**config.mk**
```make
export PLATFORM = sky130hd
export DESIGN_NAME = rename_alloc_ctrl
export DESIGN_NICKNAME = d
export VERILOG_FILES = /design/src/rtl/rename_alloc_ctrl.sv
export SDC_FILE = /design/constraint.sdc
export NUM_CORES = 1
export LEC_CHECK = 0
export CELL_PAD_IN_SITES_DETAIL_PLACEMENT = 1
export CELL_PAD_IN_SITES_GLOBAL_PLACEMENT = 1
export CORE_ASPECT_RATIO = 1.75
export CORE_MARGIN = 10
export CORE_UTILIZATION = 29
export DETAILED_ROUTE_END_ITERATION = 12
export PLACE_DENSITY_LB_ADDON = 0.1
export SETUP_SLACK_MARGIN = 0.2
export SLEW_MARGIN = 20
export SYNTH_ARGS = -nofsm -noshare
export SYNTH_HDL_FRONTEND = slang
export SYNTH_SLANG_ARGS = --single-unit
export TNS_END_PERCENT = 100
```
**constraint.sdc**
```tcl
create_clock -name clk -period 2.7 [get_ports clk]
set_input_delay 0.54 -clock clk [delete_from_list [all_inputs] [get_ports clk]]
set_output_delay 0.54 -clock clk [all_outputs]
set_load 0.02 [all_outputs]
```
**src/rtl/rename_alloc_ctrl.sv**
```systemverilog
// Rename-stage allocation controller: freelist pull gating, speculation depth and mispredict recovery.
// Optional stall counters are enabled by defining RENAME_STALL_CNT_EN.
module rename_alloc_ctrl #(
  parameter int unsigned NUM_PREGS              = 64,
  parameter int unsigned MAX_PREDICT_DEPTH      = 4,
  parameter int unsigned MAX_PREDICT_DEPTH_BITS = 3,
  localparam int unsigned PW = $clog2(NUM_PREGS),
  localparam int unsigned FW = PW + 1,
  localparam int unsigned TW = MAX_PREDICT_DEPTH_BITS
) (
  input  logic          clk,
  input  logic          reset,
  input  logic          req_valid,
  input  logic [1:0]    req_count,
  input  logic          req_branch,
  output logic          req_ready,
  input  logic [FW-1:0] fl_num_free,
  input  logic [PW-1:0] fl_preg1,
  input  logic [PW-1:0] fl_preg2,
  output logic [1:0]    fl_pull,
  output logic [TW-1:0] fl_branch_tag_1,
  output logic [TW-1:0] fl_branch_tag_2,
  output logic          fl_shootdown,
  output logic [TW-1:0] fl_shootdown_tag,
  input  logic          br_resolve_valid,
  input  logic          br_resolve_mispredict,
  input  logic [TW-1:0] br_resolve_tag,
  output logic          alloc_valid,
  output logic [PW-1:0] alloc_preg1,
  output logic [PW-1:0] alloc_preg2,
  output logic [TW-1:0] alloc_tag,
  output logic [TW-1:0] cur_tag,
  output logic          resolve_err
`ifdef RENAME_STALL_CNT_EN
  ,
  output logic [15:0]   stall_free_cnt,
  output logic [15:0]   stall_tag_cnt
`endif
);

  typedef enum logic [1:0] {StRun, StShoot, StDrain} state_e;

  localparam logic [TW-1:0] MaxTag = TW'(MAX_PREDICT_DEPTH);

  state_e        state_q, state_d;
  logic [TW-1:0] cur_tag_q, cur_tag_d;
  logic [TW-1:0] shoot_tag_q, shoot_tag_d;
  logic          err_q, err_d;
  logic          alloc_valid_q;
  logic [PW-1:0] alloc_preg1_q, alloc_preg2_q;
  logic [TW-1:0] alloc_tag_q;

  logic mispredict, correct, free_ok, tag_full, accept, tag_inc, tag_dec;

  assign mispredict = br_resolve_valid & br_resolve_mispredict;
  assign correct    = br_resolve_valid & ~br_resolve_mispredict;
  assign free_ok    = fl_num_free >= FW'(req_count);
  assign tag_full   = cur_tag_q == MaxTag;

  // Gated by reset so every output reads 0 while reset is held.
  assign req_ready = reset & (state_q == StRun) & free_ok & ~(req_branch & tag_full) & ~mispredict;
  assign accept    = req_valid & req_ready;
  assign tag_inc   = accept & req_branch;

  assign fl_pull          = accept ? req_count : 2'd0;
  assign fl_branch_tag_1  = accept ? cur_tag_q : '0;
  assign fl_branch_tag_2  = accept ? cur_tag_q : '0;
  assign fl_shootdown     = state_q == StShoot;
  assign fl_shootdown_tag = (state_q == StShoot) ? shoot_tag_q : '0;

  assign alloc_valid = alloc_valid_q;
  assign alloc_preg1 = alloc_preg1_q;
  assign alloc_preg2 = alloc_preg2_q;
  assign alloc_tag   = alloc_tag_q;
  assign cur_tag     = cur_tag_q;
  assign resolve_err = err_q;

  always_comb begin
    state_d     = state_q;
    cur_tag_d   = cur_tag_q;
    shoot_tag_d = shoot_tag_q;
    err_d       = err_q;
    tag_dec     = 1'b0;
    case (state_q)
      StShoot: state_d = StDrain;
      StDrain: state_d = StRun;
      default: state_d = StRun;
    endcase
    if (mispredict) begin
      if (state_q == StRun) begin
        if (br_resolve_tag != '0 && br_resolve_tag <= cur_tag_q) begin
          shoot_tag_d = br_resolve_tag;
          cur_tag_d   = br_resolve_tag - 1'b1;
          state_d     = StShoot;
        end else begin
          err_d = 1'b1;
        end
      end else if (br_resolve_tag == '0) begin
        err_d = 1'b1;
      end else if (br_resolve_tag < shoot_tag_q) begin
        // An older branch mispredicted mid-recovery: restart shootdown from it.
        shoot_tag_d = br_resolve_tag;
        cur_tag_d   = br_resolve_tag - 1'b1;
        state_d     = StShoot;
      end
    end else begin
      if (correct) begin
        if (br_resolve_tag != '0 && br_resolve_tag == cur_tag_q) begin
          tag_dec = 1'b1;
        end else begin
          err_d = 1'b1;
        end
      end
      cur_tag_d = cur_tag_q + {{(TW-1){1'b0}}, tag_inc} - {{(TW-1){1'b0}}, tag_dec};
    end
  end

  always_ff @(posedge clk or negedge reset) begin
    if (!reset) begin
      state_q       <= StRun;
      cur_tag_q     <= '0;
      shoot_tag_q   <= '0;
      err_q         <= 1'b0;
      alloc_valid_q <= 1'b0;
      alloc_preg1_q <= '0;
      alloc_preg2_q <= '0;
      alloc_tag_q   <= '0;
    end else begin
      state_q       <= state_d;
      cur_tag_q     <= cur_tag_d;
      shoot_tag_q   <= shoot_tag_d;
      err_q         <= err_d;
      alloc_valid_q <= accept;
      if (accept) begin
        alloc_preg1_q <= fl_preg1;
        alloc_preg2_q <= fl_preg2;
        alloc_tag_q   <= cur_tag_q;
      end
    end
  end

`ifdef RENAME_STALL_CNT_EN
  logic [15:0] stall_free_q, stall_tag_q;
  logic        run_req;

  assign run_req        = (state_q == StRun) & req_valid;
  assign stall_free_cnt = stall_free_q;
  assign stall_tag_cnt  = stall_tag_q;

  always_ff @(posedge clk or negedge reset) begin
    if (!reset) begin
      stall_free_q <= '0;
      stall_tag_q  <= '0;
    end else begin
      if (run_req && !free_ok && stall_free_q != 16'hffff) stall_free_q <= stall_free_q + 16'd1;
      if (run_req && req_branch && tag_full && stall_tag_q != 16'hffff) begin
        stall_tag_q <= stall_tag_q + 16'd1;
      end
    end
  end
`endif

endmodule

```
# Word level (Yosys, flattened, before mapping)
# Index checks and enable logic that the tools add are counted.
[totals]
wordCells = 74
inputBits = 30
register_bits = 25
[op_classes]
reduce_logical = 10
add_sub_neg = 3
n_bitwise = 12
magnitude_cmp = 3
eq_ne = 11
n_mux = 27
[op_table]
columns = ["operator", "n"]
rows = [
  ["2-to-1 mux 3 bit", 11],
  ["2-to-1 mux 2 bit", 7],
  ["bitwise AND 1 bit", 9],
  ["2-to-1 mux 1 bit", 9],
  ["AND reduction 4 bit", 2],
  [">= comparator 7 x 2 -> 1 bit", 1],
  ["inequality test 3 x 1 -> 1 bit (second input constant)", 2],
  ["inequality test 3 bit (second input constant)", 2],
  ["inequality test 2 bit (second input constant)", 2],
  ["nonzero test 2 bit", 2],
  ["adder 3 x 1 -> 3 bit", 1],
  ["== test 3 bit", 1],
  ["== test 3 bit (second input constant)", 1],
  ["less-or-equal comparator 3 bit", 1],
  ["logical NOT 3 bit", 1],
  ["less-than comparator 3 bit", 1],
  ["inequality test 3 x 2 -> 1 bit (second input constant)", 1],
  ["NOT 1 bit", 3],
  ["AND reduction 3 bit", 1],
  ["nonzero test 3 bit", 1],
  ["subtractor 3 x 1 -> 3 bit", 1],
  ["subtractor 3 x 1 -> 3 bit (second input constant)", 1],
  ["== test 2 x 1 -> 1 bit (second input constant)", 1],
  ["logical AND 1 bit", 2],
  ["2 further kinds", 2],
]

# Longest topological paths before layout
# Gate-level depths: netlist (run 1).
[logic_depth]
word_depth = 10
depth_mapped = 17
depth_no_buf = 15

# Worst setup path before layout (run 1)
# No wires, ideal clock.
[synth_path]
path_type = "input port to flip-flop"
from = "in fl_num_free[0]"
to = "reg cur_tag_q[2], in the netlist cur_tag[2]"
required_time_ns = 2.574
slack_ns = -0.715
t_arrival_ns = 3.289
path_stages = 17
path_cell_list = "inv_1 > ha_1 > or2b_2 > a2111oi_4 > nor3_2 > and2_1 > buf_6 > buf_12 > nand2_1 > ha_1 > inv_1 > ha_1 > fa_1 > xnor2_1 > a21oi_1 > o21ai_0 > o311a_1"
[synth_via]
elab_chain_cells = 9
[synth_rtl]
columns = ["element", "line_no", "source"]
rows = [
  ["start: declaration", "17", "input logic [FW-1:0] fl_num_free,"],
  [">= comparator 7 x 2 -> 1 bit", "57", "assign free_ok = fl_num_free >= FW'(req_count);"],
  ["bitwise AND 1 bit (3 in series)", "61", "assign req_ready = reset & (state_q == StRun) & free_ok & ~(req_branch & tag_full) & ~mispredict;"],
  ["via req_ready", "16", "output logic req_ready,"],
  ["bitwise AND 1 bit", "62", "assign accept = req_valid & req_ready;"],
  ["via accept", "53", "logic mispredict, correct, free_ok, tag_full, accept, tag_inc, tag_dec;"],
  ["bitwise AND 1 bit", "63", "assign tag_inc = accept & req_branch;"],
  ["adder 3 x 1 -> 3 bit", "114", "cur_tag_d = cur_tag_q + {{(TW-1){1'b0}}, tag_inc} - {{(TW-1){1'b0}}, tag_dec};"],
  ["subtractor 3 x 1 -> 3 bit", "114", ""],
  ["2-to-1 mux 3 bit", "89", "if (mispredict) begin"],
  ["end signal: assignment", "130", "cur_tag_q <= cur_tag_d;"],
  ["end: declaration", "46", "logic [TW-1:0] cur_tag_q, cur_tag_d;"],
]
# The timed path passes the listed nets, and every way through them passes these cells.
# A chain may end at the register's enable or synchronous reset.

# Worst setup path in the final report (run 1)
[layout_path]
from = "in fl_num_free[5]"
to = "out fl_branch_tag_2[1]"
[layout_via]
elab_chain_cells = 6
[layout_rtl]
columns = ["element", "line_no", "source"]
rows = [
  [">= comparator 7 x 2 -> 1 bit", "57", ""],
  ["bitwise AND 1 bit (3 in series)", "61", ""],
  ["bitwise AND 1 bit", "62", ""],
  ["2-to-1 mux 3 bit", "67", "assign fl_branch_tag_2 = accept ? cur_tag_q : '0;"],
  ["end: declaration", "22", "output logic [TW-1:0] fl_branch_tag_2,"],
]
# Every way passes these cells.

==> results of run 1 <==
==> kinds of logic after synthesis <==
group	count (synthesis)	share of synthesized area
buffers and inverters	15	0.0623
muxes	19	0.165
and+or+nand+nor	34	0.140
AOI/OAI and AO/OA	15	0.0863
xor gates and xnor gates	2	0.0120
DFF	25	0.427
adders and majority gates	12	0.108
==> routing by layer <==
layer | global-route usage | up-vias
li1 | - | 600
met3 | 0.0287 | 2
met4 | 0.0300 | 0
met2 | 0.248 | 31
met5 | 0 | -
met1 | 0.105 | 640
==> metrics by stage <==
| step | hold WS (ps) | utilization | instances | setup TNS (ps) |
|---|---|---|---|---|
| 6_report | 513 | 0.503 | 263 | -577 |
| 2_1_floorplan | 244 | - | 122 | -1140 |
| 5_1_grt | 542 | 0.503 | 263 | -1250 |
| 4_1_cts | 524 | 0.501 | 262 | -158 |
| 3_3_place_gp | 459 | 0.468 | 257 | -10350 |
| 3_5_place_dp | 501 | 0.468 | 257 | -11630 |
==> synthesized netlist by cell type, types with 2 or more instances <==
cell,n
a21oi_1,3
and2_1,5
and3_2,5
buf_4,3
dfrtp_1,25
ha_1,11
inv_1,10
mux2_2,9
mux2_4,8
mux2i_1,2
nand2_1,6
nand2b_1,2
nand3_1,4
nor2_1,4
nor2b_1,3
nor4b_1,2
==> where the power goes <==
group          internal [mW]  total (mW)  switching, mW
clock network          0.105       0.234          0.130
logic                  0.784        1.46          0.675
registers              0.541       0.637         0.0960
==> flip-flops by register name, indices dropped and copies added (netlist names) <==
name         cells
alloc_preg2      6
resolve_err      1
state_q          2
alloc_tag        3
alloc_preg1      6
alloc_valid      1
shoot_tag_q      3
cur_tag          3
==> critical path: cells and delay by family <==
family	cells	cell delay (ps)
and+or+nand+nor	3	840
buffers and inverters	4	500
AOI/OAI and AO/OA	1	390
==> worst paths after layout <==
kind | slack, ps | cells past startpoint | to | from
max reg2reg | 90 | 13 | cur_tag[2] | cur_tag[1]
max in group asynchronous | 1690 | 2 | alloc_preg1[3] | reset
min in group asynchronous | 730 | 2 | alloc_tag[2] | reset
min | 510 | 1 | alloc_preg2[3] | alloc_preg2[3]
min reg2reg | 510 | 1 | alloc_preg2[3] | alloc_preg2[3]
max | -120 | 8 | fl_branch_tag_2[1] | fl_num_free[5]
==> placed cells by master (no fill, tap or decap), types with 4 or more instances in the layout <==
cell,count
inv_1,6
ha_4,6
dlygate4sd2_1,5
buf_6,9
dfrtp_1,25
nand2_1,5
ha_1,5
clkdlybuf4s50_1,42
buf_4,25
mux2_2,9
nor2_1,4
and3_4,4
mux2_4,8
buf_2,5
and2_1,4
==> final cells by class <==
type / count / area (sq um) / area share
Inverter: 10 / 40.0 / 0.0161
Timing Repair Buffer: 88 / 808 / 0.326
Multi-Input combinational cell: 82 / 890 / 0.359
Clock buffer: 3 / 41.3 / 0.0166
Clock inverter: 1 / 7.51 / 0.00303
Tap cell: 54 / 67.6 / 0.0272
Sequential cell: 25 / 626 / 0.252
==> what timing repair did <==
item | CTS | global route
hold buffers | 0 | 0
pin swaps | 19 | 6
resized for setup | 98 | 0
setup endpoints to repair | 30 | 11
gates cloned | 0 | 0
setup buffers | 1 | 1
==> flow_summary.toml, run 1 <==
[floorplan]
die_y_um = 114
die-area_sq_um = 8410
num_rows = 34
ios = 63
core_sq_um = 4930
start_util = 0.297
die_w_um = 73.7

[critical_path]
cp-end-kind = "primary output"
crit_fanout = 6
worstPathArrival_ps = 2280
crit_chain = "buf_6 > or4_4 > a2111oi_4 > nor3_4 > buf_4 > buf_12 > and3_2 > buf_6"
cp_common_cell = "buf_6"
worst-setup-path-type = "primary input to primary output"
worstPathRequired_ps = 2160
critPathSlowestCell = "or4_4"
startpoint_type = "primary input"
cpPeakStageDelay_ps = 540

[global_route]
grt_pass1_vias = 1484
gr-total-overflow = 0
grt_usage = 0.120
grt_max_degree = 26
grt_pass1_wl_um = 7790
antenna_found_initial = 0

[detailed_routing]
drc = 0
wirelength_um = 5060
drt-met1-wl_um = 1600
dr.pass1.iters = 4
drtIter0Drc = 70
ant_nets = 0
top_layer_used = "met4"
wl_met2_um = 3150
wl_per_cell_um = 19.2
via_per_inst = 4.84
num_vias = 1273
dr_wl_met3_um = 288

[synth]
syn_inst = 122
ys_warn_count = 0
syn_avg_cell_area_sq_um = 12.0
async_flop_share = 1.00
synth_flop_cell = "dfrtp_1"
syn_nets = 164
synthesis.area_sq_um = 1470
ys_seq_area_frac = 0.427
synth_top_cell_area_share = 0.427
post-synth-top-area-cell = "dfrtp_1"
synthTopCellsByArea = "dfrtp_1 (43%), ha_1 (9.4%), mux2_4 (8.2%), mux2_2 (6.9%), and3_2 (2.6%)"
ys_ff_latch = 25
ys_types = 36
synth_edf_count = 0

[cells_and_area]
syn_to_final_growth_pct = 69.3
num-nets-final = 252
antenna_cells = 0
num-fill-cells = 537
drive_gt1_frac = 0.421
design_area_sq_um = 2480

[timing]
post-route-period-util = 1.04
fin_skew_ps = 8.26
finalHoldViolCount = 0
relSlewSlack = 0.641
setup_viol = 9
finalCriticalPeriod_ps = 2820
tightest_slew_ps = 531
clock.fmax_mhz = 355
rsz0062_at_grt = "yes"
finalWorstSetupSlack_ps = -118
slew_violations = 0

[clocking]
cts_buffer_depth = 2
cts.sinks = 25
clk_pin_slew_ps = 90
cts_buffers = 3
cts_max_level = 1
clk_latency_ps = 280
cts_tree = "done"
root_buffer = "clkbuf_8"

[outcome]
outcome = "finished with violations"
violations = "setup timing"

[pwr]
p_leak_nw = 1.10
ir_worst_vdd_v = 0.000609
power.density_nw_per_um2 = 940
p_total_mw = 2.33

[placed_design]
place_area_sq_um = 2310
dp_slack_ps = -805
dp_hpwl_um = 4140
io_buffers = 62
gp_congestion = 0.824

[hold_path]
hold_path_class = "flip-flop to flip-flop"

[job]
cap_viol_max_count = 0
No activity file was read; power rests on OpenSTA's default activity.
==> run 2, diff against run 1 <==
Settings changed: ABC_CLOCK_PERIOD_IN_PS set to 2700.
==> results of run 2 <==
No change in the layout: final DEF, timing and power equal those of run 1.
